==> config.mk <==
export PLATFORM = sky130hd
export DESIGN_NAME = d_axi_bridge_flat
export DESIGN_NICKNAME = d
export VERILOG_FILES = /design/src/rtl/d_axi_bridge_if.sv /design/src/rtl/d_axi_bridge.sv /design/src/flat_wrapper.sv
export SDC_FILE = /design/constraint.sdc
export NUM_CORES = 1
export LEC_CHECK = 0
export ABC_AREA = 1
export CAP_MARGIN = 20
export CORE_MARGIN = 5
export CORE_UTILIZATION = 35
export CTS_BUF_LIST = sky130_fd_sc_hd__clkbuf_4
export DETAILED_ROUTE_END_ITERATION = 6
export MAX_ROUTING_LAYER = met4
export PLACE_DENSITY = 0.82
export SETUP_SLACK_MARGIN = 0.2
export SLEW_MARGIN = 20
export SYNTH_ARGS = -nofsm -noshare
export SYNTH_HDL_FRONTEND = slang
export SYNTH_SLANG_ARGS = --single-unit
==> constraint.sdc <==
create_clock -name clk -period 1.3 [get_ports clk]
set_input_delay 0.13 -clock clk [delete_from_list [all_inputs] [get_ports clk]]
set_output_delay 0.13 -clock clk [all_outputs]
set_load 0.03 [all_outputs]
==> src/rtl/d_axi_bridge_if.sv <==
// AXI3/AXI4-lite-style single-beat bus between the d_cache bridge and memory.
// The bridge uses the master modport; the memory side (or a bench) uses slave.
interface d_axi_bridge_if;
  // AR channel
  logic [3:0]  arid;
  logic [31:0] araddr;
  logic [7:0]  arlen;
  logic [2:0]  arsize;
  logic [1:0]  arburst;
  logic        arvalid;
  logic        arready;
  // R channel
  logic [3:0]  rid;
  logic [31:0] rdata;
  logic [1:0]  rresp;
  logic        rlast;
  logic        rvalid;
  logic        rready;
  // AW channel
  logic [3:0]  awid;
  logic [31:0] awaddr;
  logic [7:0]  awlen;
  logic [2:0]  awsize;
  logic [1:0]  awburst;
  logic        awvalid;
  logic        awready;
  // W channel
  logic [3:0]  wid;
  logic [31:0] wdata;
  logic [3:0]  wstrb;
  logic        wlast;
  logic        wvalid;
  logic        wready;
  // B channel
  logic [3:0]  bid;
  logic [1:0]  bresp;
  logic        bvalid;
  logic        bready;

  modport master (
    output arid, araddr, arlen, arsize, arburst, arvalid,
    input  arready,
    input  rid, rdata, rresp, rlast, rvalid,
    output rready,
    output awid, awaddr, awlen, awsize, awburst, awvalid,
    input  awready,
    output wid, wdata, wstrb, wlast, wvalid,
    input  wready,
    input  bid, bresp, bvalid,
    output bready
  );

  modport slave (
    input  arid, araddr, arlen, arsize, arburst, arvalid,
    output arready,
    output rid, rdata, rresp, rlast, rvalid,
    input  rready,
    input  awid, awaddr, awlen, awsize, awburst, awvalid,
    output awready,
    input  wid, wdata, wstrb, wlast, wvalid,
    output wready,
    output bid, bresp, bvalid,
    input  bready
  );
endinterface

==> src/rtl/d_axi_bridge.sv <==
// d_cache miss/writeback port to AXI bridge. One single-beat transaction in
// flight at a time: reads go AR -> R, writes go AW+W (in any order) -> B.
module d_axi_bridge #(
  parameter logic [3:0] AXI_ID = 4'd1
) (
  input  logic        clk,
  input  logic        rst,
  input  logic        cache_data_req,
  input  logic        cache_data_wr,
  input  logic [1:0]  cache_data_size,
  input  logic [31:0] cache_data_addr,
  input  logic [31:0] cache_data_wdata,
  output logic [31:0] cache_data_rdata,
  output logic        cache_data_addr_ok,
  output logic        cache_data_data_ok,
  d_axi_bridge_if.master axi
);

  typedef enum logic [2:0] {
    IDLE,
    RA,
    RD,
    WAW,
    WB
  } state_t;

  state_t      state_q;
  logic [31:0] addr_q;
  logic [31:0] wdata_q;
  logic        wr_q;
  logic [1:0]  size_q;
  logic        arvalid_q;
  logic        rready_q;
  logic        awvalid_q;
  logic        wvalid_q;
  logic        bready_q;
  logic        aw_done_q;
  logic        w_done_q;

  logic        ar_hs;
  logic        aw_hs;
  logic        w_hs;
  logic        aw_fin;
  logic        w_fin;
  logic [2:0]  axsize;
  logic [3:0]  strb;
  logic        unused_inputs;

  // Handshake and completion terms used by the FSM
  always_comb begin
    ar_hs  = arvalid_q & axi.arready;
    aw_hs  = awvalid_q & axi.awready;
    w_hs   = wvalid_q & axi.wready;
    // a channel counts as finished in the cycle of its handshake, so both
    // finishing together still moves to WB in one step
    aw_fin = aw_done_q | aw_hs;
    w_fin  = w_done_q | w_hs;
  end

  // Transaction FSM with registered channel valids/readies
  always_ff @(posedge clk or negedge rst) begin
    if (!rst) begin
      state_q   <= IDLE;
      addr_q    <= '0;
      wdata_q   <= '0;
      wr_q      <= 1'b0;
      size_q    <= '0;
      arvalid_q <= 1'b0;
      rready_q  <= 1'b0;
      awvalid_q <= 1'b0;
      wvalid_q  <= 1'b0;
      bready_q  <= 1'b0;
      aw_done_q <= 1'b0;
      w_done_q  <= 1'b0;
    end else begin
      case (state_q)
        IDLE: begin
          if (cache_data_req) begin
            addr_q  <= cache_data_addr;
            wdata_q <= cache_data_wdata;
            wr_q    <= cache_data_wr;
            size_q  <= cache_data_size;
            if (cache_data_wr) begin
              state_q   <= WAW;
              awvalid_q <= 1'b1;
              wvalid_q  <= 1'b1;
            end else begin
              state_q   <= RA;
              arvalid_q <= 1'b1;
            end
          end
        end
        RA: begin
          if (ar_hs) begin
            arvalid_q <= 1'b0;
            rready_q  <= 1'b1;
            state_q   <= RD;
          end
        end
        RD: begin
          if (axi.rvalid) begin
            rready_q <= 1'b0;
            state_q  <= IDLE;
          end
        end
        WAW: begin
          if (aw_hs) begin
            awvalid_q <= 1'b0;
            aw_done_q <= 1'b1;
          end
          if (w_hs) begin
            wvalid_q <= 1'b0;
            w_done_q <= 1'b1;
          end
          if (aw_fin && w_fin) begin
            aw_done_q <= 1'b0;
            w_done_q  <= 1'b0;
            bready_q  <= 1'b1;
            state_q   <= WB;
          end
        end
        WB: begin
          if (axi.bvalid) begin
            bready_q <= 1'b0;
            state_q  <= IDLE;
          end
        end
        default: begin
          state_q <= IDLE;
        end
      endcase
    end
  end

  // AXI size code and write strobe from the captured size/address
  always_comb begin
    axsize = 3'b010;
    strb   = 4'b1111;
    case (size_q)
      2'd0: begin
        axsize = 3'b000;
        strb   = 4'b0001 << addr_q[1:0];
      end
      2'd1: begin
        axsize = 3'b001;
        strb   = addr_q[1] ? 4'b1100 : 4'b0011;
      end
      default: begin
        axsize = 3'b010;
        strb   = 4'b1111;
      end
    endcase
  end

  // Upstream handshake: accept only in IDLE and never while reset is held
  always_comb begin
    cache_data_addr_ok = rst & (state_q == IDLE) & cache_data_req;
    cache_data_data_ok = ((state_q == RD) & axi.rvalid) |
                         ((state_q == WB) & axi.bvalid);
    cache_data_rdata   = axi.rdata;
  end

  // Response ids/status and the captured direction carry no information here
  assign unused_inputs = ^{axi.rid, axi.rresp, axi.rlast, axi.bid, axi.bresp, wr_q};

  assign axi.arid    = AXI_ID;
  assign axi.araddr  = addr_q;
  assign axi.arlen   = '0;
  assign axi.arsize  = axsize;
  assign axi.arburst = 2'b01;
  assign axi.arvalid = arvalid_q;
  assign axi.rready  = rready_q;

  assign axi.awid    = AXI_ID;
  assign axi.awaddr  = addr_q;
  assign axi.awlen   = '0;
  assign axi.awsize  = axsize;
  assign axi.awburst = 2'b01;
  assign axi.awvalid = awvalid_q;

  assign axi.wid     = AXI_ID;
  assign axi.wdata   = wdata_q;
  assign axi.wstrb   = strb;
  assign axi.wlast   = 1'b1;
  assign axi.wvalid  = wvalid_q;

  assign axi.bready  = bready_q;

endmodule

==> src/flat_wrapper.sv <==
// flat-port wrapper written by rule: the top's interface ports become plain ports
module d_axi_bridge_flat 
#(
  parameter logic [3:0] AXI_ID = 4'd1
)
  (clk, rst, cache_data_req, cache_data_wr, cache_data_size, cache_data_addr, cache_data_wdata, cache_data_rdata, cache_data_addr_ok, cache_data_data_ok, axi_arid, axi_araddr, axi_arlen, axi_arsize, axi_arburst, axi_arvalid, axi_arready, axi_rid, axi_rdata, axi_rresp, axi_rlast, axi_rvalid, axi_rready, axi_awid, axi_awaddr, axi_awlen, axi_awsize, axi_awburst, axi_awvalid, axi_awready, axi_wid, axi_wdata, axi_wstrb, axi_wlast, axi_wvalid, axi_wready, axi_bid, axi_bresp, axi_bvalid, axi_bready);
  d_axi_bridge_if axi_i ();
  input  logic clk;
  input  logic rst;
  input  logic cache_data_req;
  input  logic cache_data_wr;
  input  logic [1:0] cache_data_size;
  input  logic [31:0] cache_data_addr;
  input  logic [31:0] cache_data_wdata;
  output logic [31:0] cache_data_rdata;
  output logic cache_data_addr_ok;
  output logic cache_data_data_ok;
  output wire logic [$bits(axi_i.arid)-1:0] axi_arid;
  output wire logic [$bits(axi_i.araddr)-1:0] axi_araddr;
  output wire logic [$bits(axi_i.arlen)-1:0] axi_arlen;
  output wire logic [$bits(axi_i.arsize)-1:0] axi_arsize;
  output wire logic [$bits(axi_i.arburst)-1:0] axi_arburst;
  output wire logic [$bits(axi_i.arvalid)-1:0] axi_arvalid;
  input wire logic [$bits(axi_i.arready)-1:0] axi_arready;
  input wire logic [$bits(axi_i.rid)-1:0] axi_rid;
  input wire logic [$bits(axi_i.rdata)-1:0] axi_rdata;
  input wire logic [$bits(axi_i.rresp)-1:0] axi_rresp;
  input wire logic [$bits(axi_i.rlast)-1:0] axi_rlast;
  input wire logic [$bits(axi_i.rvalid)-1:0] axi_rvalid;
  output wire logic [$bits(axi_i.rready)-1:0] axi_rready;
  output wire logic [$bits(axi_i.awid)-1:0] axi_awid;
  output wire logic [$bits(axi_i.awaddr)-1:0] axi_awaddr;
  output wire logic [$bits(axi_i.awlen)-1:0] axi_awlen;
  output wire logic [$bits(axi_i.awsize)-1:0] axi_awsize;
  output wire logic [$bits(axi_i.awburst)-1:0] axi_awburst;
  output wire logic [$bits(axi_i.awvalid)-1:0] axi_awvalid;
  input wire logic [$bits(axi_i.awready)-1:0] axi_awready;
  output wire logic [$bits(axi_i.wid)-1:0] axi_wid;
  output wire logic [$bits(axi_i.wdata)-1:0] axi_wdata;
  output wire logic [$bits(axi_i.wstrb)-1:0] axi_wstrb;
  output wire logic [$bits(axi_i.wlast)-1:0] axi_wlast;
  output wire logic [$bits(axi_i.wvalid)-1:0] axi_wvalid;
  input wire logic [$bits(axi_i.wready)-1:0] axi_wready;
  input wire logic [$bits(axi_i.bid)-1:0] axi_bid;
  input wire logic [$bits(axi_i.bresp)-1:0] axi_bresp;
  input wire logic [$bits(axi_i.bvalid)-1:0] axi_bvalid;
  output wire logic [$bits(axi_i.bready)-1:0] axi_bready;
  assign axi_arid = axi_i.arid;
  assign axi_araddr = axi_i.araddr;
  assign axi_arlen = axi_i.arlen;
  assign axi_arsize = axi_i.arsize;
  assign axi_arburst = axi_i.arburst;
  assign axi_arvalid = axi_i.arvalid;
  assign axi_i.arready = axi_arready;
  assign axi_i.rid = axi_rid;
  assign axi_i.rdata = axi_rdata;
  assign axi_i.rresp = axi_rresp;
  assign axi_i.rlast = axi_rlast;
  assign axi_i.rvalid = axi_rvalid;
  assign axi_rready = axi_i.rready;
  assign axi_awid = axi_i.awid;
  assign axi_awaddr = axi_i.awaddr;
  assign axi_awlen = axi_i.awlen;
  assign axi_awsize = axi_i.awsize;
  assign axi_awburst = axi_i.awburst;
  assign axi_awvalid = axi_i.awvalid;
  assign axi_i.awready = axi_awready;
  assign axi_wid = axi_i.wid;
  assign axi_wdata = axi_i.wdata;
  assign axi_wstrb = axi_i.wstrb;
  assign axi_wlast = axi_i.wlast;
  assign axi_wvalid = axi_i.wvalid;
  assign axi_i.wready = axi_wready;
  assign axi_i.bid = axi_bid;
  assign axi_i.bresp = axi_bresp;
  assign axi_i.bvalid = axi_bvalid;
  assign axi_bready = axi_i.bready;
  d_axi_bridge #(.AXI_ID(AXI_ID)) u_core (.clk(clk), .rst(rst), .cache_data_req(cache_data_req), .cache_data_wr(cache_data_wr), .cache_data_size(cache_data_size), .cache_data_addr(cache_data_addr), .cache_data_wdata(cache_data_wdata), .cache_data_rdata(cache_data_rdata), .cache_data_addr_ok(cache_data_addr_ok), .cache_data_data_ok(cache_data_data_ok), .axi(axi_i));
endmodule
# Yosys cells after proc, flatten, opt, wreduce, memory -nomap -nowiden
# Cells that the tools add are included.
# word_totals
elab_cells	84
out_inout_bits	178
register_bits	76
# op_classes
n_mux	30
n_reduce_logical	18
n_shift	1
n_bitwise	10
eq_ne	14
# op_table
op	n
$mux W1	15
$mux W3	5
$pmux W3 S5	1
$reduce_and A4 Y1	3
$reduce_bool A2 Y1	6
$ne A2 B2 Y1 const B	5
$pmux W1 S2	5
$ne A2 B1 Y1 const B	4
$pmux W4 S2	1
$and A1 B1 Y1	7
$eq A3 B2 Y1 const B	2
$reduce_and A2 Y1	3
$reduce_and A3 Y1	2
$reduce_and A5 Y1	1
$mux W4	1
$pmux W2 S2	1
$shl A1 B2 Y4 const A	1
$eq A3 B1 Y1 const B	1
$eq A3 B3 Y1 const B	1
$logic_not A3 Y1	1
$or A1 B1 Y1	3
$eq A2 B1 Y1 const B	1
$logic_not A2 Y1	1
$mux W2	1
$logic_and A1 B1 Y1	1

# Logic depth before layout (Yosys ltp)
# Gate-level depths: netlist of run 1.
# logic_depth
depth_word	5
mapped_depth	8
depth_no_buf	8

# Worst setup path before layout of run 1
# Ideal clock, no wire load.
# synth_path
path_kind	register -> output
from	reg, netlist name u_core.axi.wvalid
to	out cache_data_data_ok
t_arrival_ns	1.611
stages_incl_launch_ff	7
path_slack_ns	-0.441
required_ns	1.170
cell_sequence	dfrtp_1 > nand2_1 > nand2_1 > nand2_1 > nand2_1 > nand3_1 > o21ai_0
# synth_lines
item	line	text
end, declared	flat_wrapper.sv:17	output logic cache_data_data_ok;

# Worst setup path in the final report of run 1
# layout_path
from	reg u_core.state_q[1]
to	out cache_data_data_ok
# layout_between
elab_chain_len	3
word_cells_on_any_way	5
cone_classes	eq/ne: 2; bitwise: 3
# layout_rtl
item	line	text
start, declared	d_axi_bridge.sv:27	state_t state_q;
start signal, assigned	d_axi_bridge.sv:63	state_q <= IDLE;
start signal, assigned	d_axi_bridge.sv:84	state_q <= WAW;
start signal, assigned	d_axi_bridge.sv:88	state_q <= RA;
$eq A3 B2 Y1 / $eq A3 B3 Y1 (equally long branches)	d_axi_bridge.sv:158, d_axi_bridge.sv:159	
$and A1 B1 Y1 (on tied branches)	d_axi_bridge.sv:158, d_axi_bridge.sv:159	
$or A1 B1 Y1 *	d_axi_bridge.sv:158	cache_data_data_ok = ((state_q == RD) & axi.rvalid) |
# Mark *: on every way between the ends. The rest lies on a longest branch, timed or not.

==> flow_metrics.tcl, run 1 <==
set metrics [dict create \
    die_w_um 117 \
    gr-usage-all-layers_pct 18.2 \
    grt_pass1_vias 3731 \
    fin_crit_ns 1.70 \
    slew_viol_final 0 \
    start_util_pct 35.4 \
    port_buffers 185 \
    hp-start "cache_data_req" \
    die_y_um 117 \
    syn_inst 480 \
    root_buffer "clkbuf_4" \
    synthDistinctLibCells 19 \
    hold_viol_final 0 \
    ys_seq_area_share_pct 47.2 \
    routed_wl_mm 13.1 \
    required_ns 1.17 \
    hold_class "in -> reg" \
    core_area_sq_um 11400 \
    grt-ovfl-total 0 \
    area_growth_pct 69.5 \
    arrival_ns 1.57 \
    finalSetupViolCount 86 \
    leakagePower_uw 0.00344 \
    clkLatencyLatePin_ns 0.43 \
    cts_buffers 9 \
    htreeDepth 3 \
    rows 39 \
    syn_area_sq_um 4030 \
    drive_above_1_share_pct 41.6 \
    yosys_register_bits 76 \
    clk_pin_slew_ns 0.13 \
    via_per_inst 4.61 \
    pre_cts_slack_ns -0.135 \
    cp_max_fo 3 \
    avgSynthCellArea_sq_um 8.39 \
    grt_pass1_wl_mm 18.7 \
    dr.pass1.iters 4 \
    ant_nets 0 \
    drv_cap 0 \
    clock.fmax_mhz 589 \
    grt_max_degree 77 \
    start_kind "flip-flop" \
    die-area_sq_um 13800 \
    post-route-period-util_pct 131 \
    io-pin-count 298 \
    total_power_uw 20600 \
    clk_path_buf_depth 2 \
    powerDensity_nw_per_um2 3010 \
    clock_skew_ns 0.0144 \
    ys_warn_count 0 \
    regToRegStartpoint "u_core.state_q[0]" \
    antenna_found_initial 1 \
    vias 3749 \
    failed_checks "negative setup slack" \
    clock_sinks 76 \
    crit_path_end_kind "output port" \
    cts_tree "yes" \
    drc 0 \
    peakVddDrop_mv 1.84 \
    worst_slack_ns -0.398 \
    outcome "complete, but fails checks" \
    crit_type "reg -> out" \
    startpoint "u_core.state_q[1]" \
    gp_congestion 0.863 \
    final_nets 785 \
    rsz0062_at_grt "yes" \
    place_hpwl_mm 8.14 \
    routedWlPerCell_um 16.1 \
    drt_iter0_markers 171 \
]
worst max-delay path, cell delays in order, from the launching register on:
cell and delay, ns:
dfrtp_2 0.46, buf_6 0.13, nand3_4 0.09, inv_4 0.05, nand2_4 0.06, nand3_4 0.08
o21ai_4 0.12, buf_6 0.14
registers in the layout (all words and copies together), names as in the netlist:
name                cells
u_core.state_q          3
u_core.axi.araddr      32
u_core.axi.awvalid      1
u_core.axi.rready       1
u_core.axi.wvalid       1
u_core.size_q           2
u_core.axi.bready       1
u_core.aw_done_q        1
u_core.w_done_q         1
u_core.axi.wdata       32
u_core.axi.arvalid      1
cells by family after synthesis:
| logic type | count (synthesis) | share of synthesized area [%] |
|---|---|---|
| buf+inv | 143 | 24.7 |
| compound gates | 20 | 2.58 |
| simple gates | 239 | 25.3 |
| other cells | 2 | 0.186 |
| flops | 76 | 47.2 |
report_power, final:
part | total [uW] | switching (uW) | internal (uW)
combinational | 14600 | 7500 | 7070
clock | 1220 | 838 | 377
sequential | 4770 | 1240 | 3530
metal layers:
layer / global-route usage (%) / routed length (um) / vias to the layer above
li1: - / - / 1756
met3: 2.47 / 966 / 32
met4: 8.87 / 352 / 0
met1: 20.8 / 4950 / 1774
met5: - / 0 / -
met2: 31.2 / 6810 / 187
stage by stage:
stage	instances	cell area, sq um	utilization [%]	TNS, ns	hold WS, ns
floorplan	513	4240	-	0	-0.166
global placement	736	5520	48.5	-0.206	0.183
detailed placement	736	5520	48.5	-0.652	0.193
CTS	790	6490	57.1	-14.77	0.173
global route	814	6830	60.1	-23.85	0.190
finish	814	6830	60.1	-18.97	0.196
worst paths after layout:
path                                         end  slack [ns]  cells past startpoint
max                           cache_data_data_ok       -0.40                      7
min                        u_core.axi.araddr[19]        0.20                      4
max reg2reg                 u_core.axi.wdata[24]       -0.29                      9
min reg2reg                 u_core.axi.wdata[31]        0.51                      2
max in group asynchronous      u_core.state_q[0]        0.64                      3
min in group asynchronous   u_core.axi.wdata[26]        0.31                      3
what timing repair did:
item	in CTS	in global routing
gates resized for setup	770	38
hold endpoints to repair	76	0
setup endpoints to repair	187	187
gates cloned	9	1
hold buffers	1	0
pin swaps	54	19
buffers inserted	28	22
cells in the mapped netlist:
| master | count | share of area [%] |
|---|---|---|
| a21oi_1 | 6 | 0.75 |
| nor3_1 | 1 | 0.12 |
| conb_1 | 2 | 0.19 |
| nand3_2 | 1 | 0.25 |
| buf_6 | 8 | 2.2 |
| o21ai_0 | 12 | 1.5 |
| buf_4 | 102 | 19 |
| a21oi_2 | 1 | 0.22 |
| o21ai_1 | 1 | 0.12 |
| nand3_1 | 67 | 8.3 |
| buf_2 | 13 | 1.6 |
| inv_2 | 2 | 0.19 |
| nand2_1 | 150 | 14 |
| nor2_1 | 17 | 1.6 |
| inv_1 | 17 | 1.6 |
| dfrtp_1 | 76 | 47 |
| nand2_4 | 2 | 0.56 |
| clkbuf_1 | 1 | 0.093 |
| nor2_8 | 1 | 0.50 |
area by class of cell:
| cell class | count | area [sq um] |
|---|---|---|
| timing repair buffer | 265 | 3030 |
| fill | 888 | 4540 |
| tap | 143 | 179 |
| multi-input combinational | 294 | 1510 |
| antenna | 1 | 2.50 |
| clock buffer | 9 | 67.6 |
| sequential | 76 | 1920 |
| clock inverter | 7 | 43.8 |
| inverter | 19 | 76.3 |
layout by cell type (no fill, tap or decap), types with 8 or more instances in the layout:
master / synthesis / routed
conb_1: 2 / 35
buf_6: 8 / 124
nand2_1: 150 / 142
clkbuf_4: 0 / 9
buf_4: 102 / 41
buf_16: 0 / 9
nand3_2: 1 / 14
o21ai_2: 0 / 8
dfrtp_2: 0 / 13
clkdlybuf4s50_1: 0 / 72
inv_1: 17 / 11
dfrtp_1: 76 / 63
nand3_1: 67 / 52
buf_12: 0 / 15
Power figures use the tool's default switching activity.
==> inputs of run 2 (changes only) <==
--- a/config.mk
+++ b/config.mk
@@ -18,3 +18,4 @@
 export SYNTH_ARGS = -nofsm -noshare
 export SYNTH_HDL_FRONTEND = slang
 export SYNTH_SLANG_ARGS = --single-unit
+export TNS_END_PERCENT = 30
==> flow_metrics.tcl, run 2 (synthesis results as in run 1) <==
set metrics [dict create \
    outcome "complete, but fails checks" \
    failed_checks "negative setup slack" \
    gp_congestion 0.841 \
    gr-usage-all-layers_pct 16.3 \
    final_common_cell "nand2_1" \
    place_hpwl_mm 8.10 \
    grt-ovfl-total 0 \
    p_int_uw 10000 \
    fin_crit_ns 1.69 \
    clockPowerShare_pct 8.4 \
    drive_above_1_share_pct 38.7 \
    root_buffer "clkbuf_4" \
    rows 39 \
    p_sw_uw 9010 \
    port_buffers 185 \
    insertedDiodeCount 0 \
    ant_nets 0 \
    cpMostUsedCell "nand2_2" \
    path_delay_family "flip-flops" \
    cts_buffers 9 \
    crit_path_end_kind "output port" \
    sw_frac_of_total_pct 47.4 \
    required_ns 1.17 \
    htreeDepth 3 \
    clk_pin_slew_ns 0.12 \
    start_util_pct 35.4 \
    clock_sinks 76 \
    clkLatencyLatePin_ns 0.42 \
    r2r-end "u_core.axi.wdata[9]" \
    total_power_uw 19000 \
    reg2reg_slack_ns -0.15 \
    via_per_inst 4.65 \
    slew_viol_final 0 \
    placed_cell_area_sq_um 5470 \
    drc 0 \
    worstPathCellList "nor2_2 > nand2_2 > nand2_2 > nand3_4 > o21ai_4 > buf_6" \
    grt_pass1_wl_mm 17.0 \
    pwr-share-comb_pct 67.2 \
    holdPathStages 3 \
    vias 3635 \
    crit_type "reg -> out" \
    hold_class "in -> reg" \
    peakVddDrop_mv 1.80 \
    final_nets 754 \
    cts_tree "yes" \
    worst_slack_ns -0.387 \
    final_cell_mix "nand2_1, buf_6, clkdlybuf4s50_1, dfrtp_1, nand3_1" \
    die_y_um 117 \
    die_w_um 117 \
    rsz0062_at_grt "yes" \
    antenna_found_initial 0 \
    routed_wl_mm 12.7 \
    grt_pass1_vias 3535 \
    stdcell_area_sq_um 6390 \
    critPathBufInv 1 \
    io-pin-count 298 \
    leakagePower_uw 0.00323 \
    reg2reg_depth 8 \
    post-route-period-util_pct 130 \
    multi_input_area_sq_um 1500 \
    slowest_delay_ns 0.46 \
    clock.fmax_mhz 593 \
    seq_area_sq_um 1910 \
    drt_iter0_markers 173 \
    clock_skew_ns 0.0130 \
    cp_max_fo 4 \
    regToRegStartpoint "u_core.state_q[0]" \
    die-area_sq_um 13800 \
    powerDensity_nw_per_um2 2970 \
    routedWlPerCell_um 16.2 \
    clk_path_buf_depth 2 \
    drv_cap 0 \
    dr.pass1.iters 4 \
    hold_end "u_core.axi.wdata[26]" \
    power_frac_seq_pct 24.5 \
    hold_viol_final 0 \
    area_growth_pct 58.7 \
    arrival_ns 1.56 \
    start_kind "flip-flop" \
    grt_max_degree 77 \
    finalSetupViolCount 76 \
    crit_slowest_cell "dfrtp_2" \
    n_fill_cell 941 \
    hp-start "cache_data_req" \
    core_area_sq_um 11400 \
]
[run 2: cell count changes in the layout (fill, tap and decap cells not counted), sizes merged]
cell and delta:
clkinv +1, diode -1, clkbuf +6, clkinvlp -4
bufinv +2, buf -40, clkdlybuf4s15 +4
[run 2: metal layers]
metal	vias to the layer above	GRT usage (%)	share of wire, %
li1	1678	-	-
met1	1712	18.3	36
met2	215	27.6	51
met3	30	3.96	11
met4	0	7.19	2.2
met5	-	-	0
[run 2: power by group through the flow]
stage / sequential (uW) / clock [uW] / combinational, uW
after detailed placement: 4390 / 0 / 10300
final: 4650 / 1590 / 12800
after CTS: 4590 / 1660 / 11100
after global routing: 4810 / 1760 / 13500
after floorplan: 6250 / 0 / 5130
after global placement: 4320 / 0 / 10100
[run 2: final cells by class]
class | count | share of cell area, %
clock buffers | 10 | 1.17
clock inverters | 6 | 1.23
inverters | 19 | 1.15
multi-input cells | 294 | 23.4
flip-flops and latches | 76 | 29.9
well taps | 143 | 2.80
repair buffers | 234 | 40.3
[run 2: what timing repair did]
| item | CTS | global route |
|---|---|---|
| gates cloned | 0 | 9 |
| buffers inserted | 13 | 10 |
| gates resized for setup | 727 | 57 |
| hold endpoints to repair | 76 | 0 |
| endpoints found under the setup margin | 187 | 187 |
| hold buffers | 1 | 0 |
| pin swaps | 15 | 33 |
[run 2: worst max path at each step]
stage	end	cells after the start	slack, ns	start
finish	cache_data_data_ok	6	-0.39	u_core.state_q[1]
floorplan	cache_data_data_ok	6	0.06	u_core.axi.wvalid
detailed placement	cache_data_data_ok	8	-0.18	axi_awready
CTS	cache_data_data_ok	7	-0.43	u_core.state_q[0]
global placement	cache_data_data_ok	8	-0.12	axi_wready
global route	cache_data_data_ok	6	-0.51	u_core.state_q[1]
[run 2: metrics by stage]
step	hold slack, ns	setup WS [ns]	util, %	cells	setup TNS [ns]
2_1_floorplan	-0.166	0.0577	-	513	0
3_3_place_gp	0.195	-0.117	48.1	733	-0.253
3_5_place_dp	0.199	-0.184	48.1	733	-1.32
4_1_cts	0.0142	-0.426	52.2	763	-2.04
5_1_grt	0.0370	-0.508	56.2	782	-12.83
6_report	0.0456	-0.387	56.2	782	-6.59
[run 2: tightest hold or removal path: cells and delay by family]
kind,cells,cell delay (ns)
simple gates,2,0.15
buf+inv,1,0.16
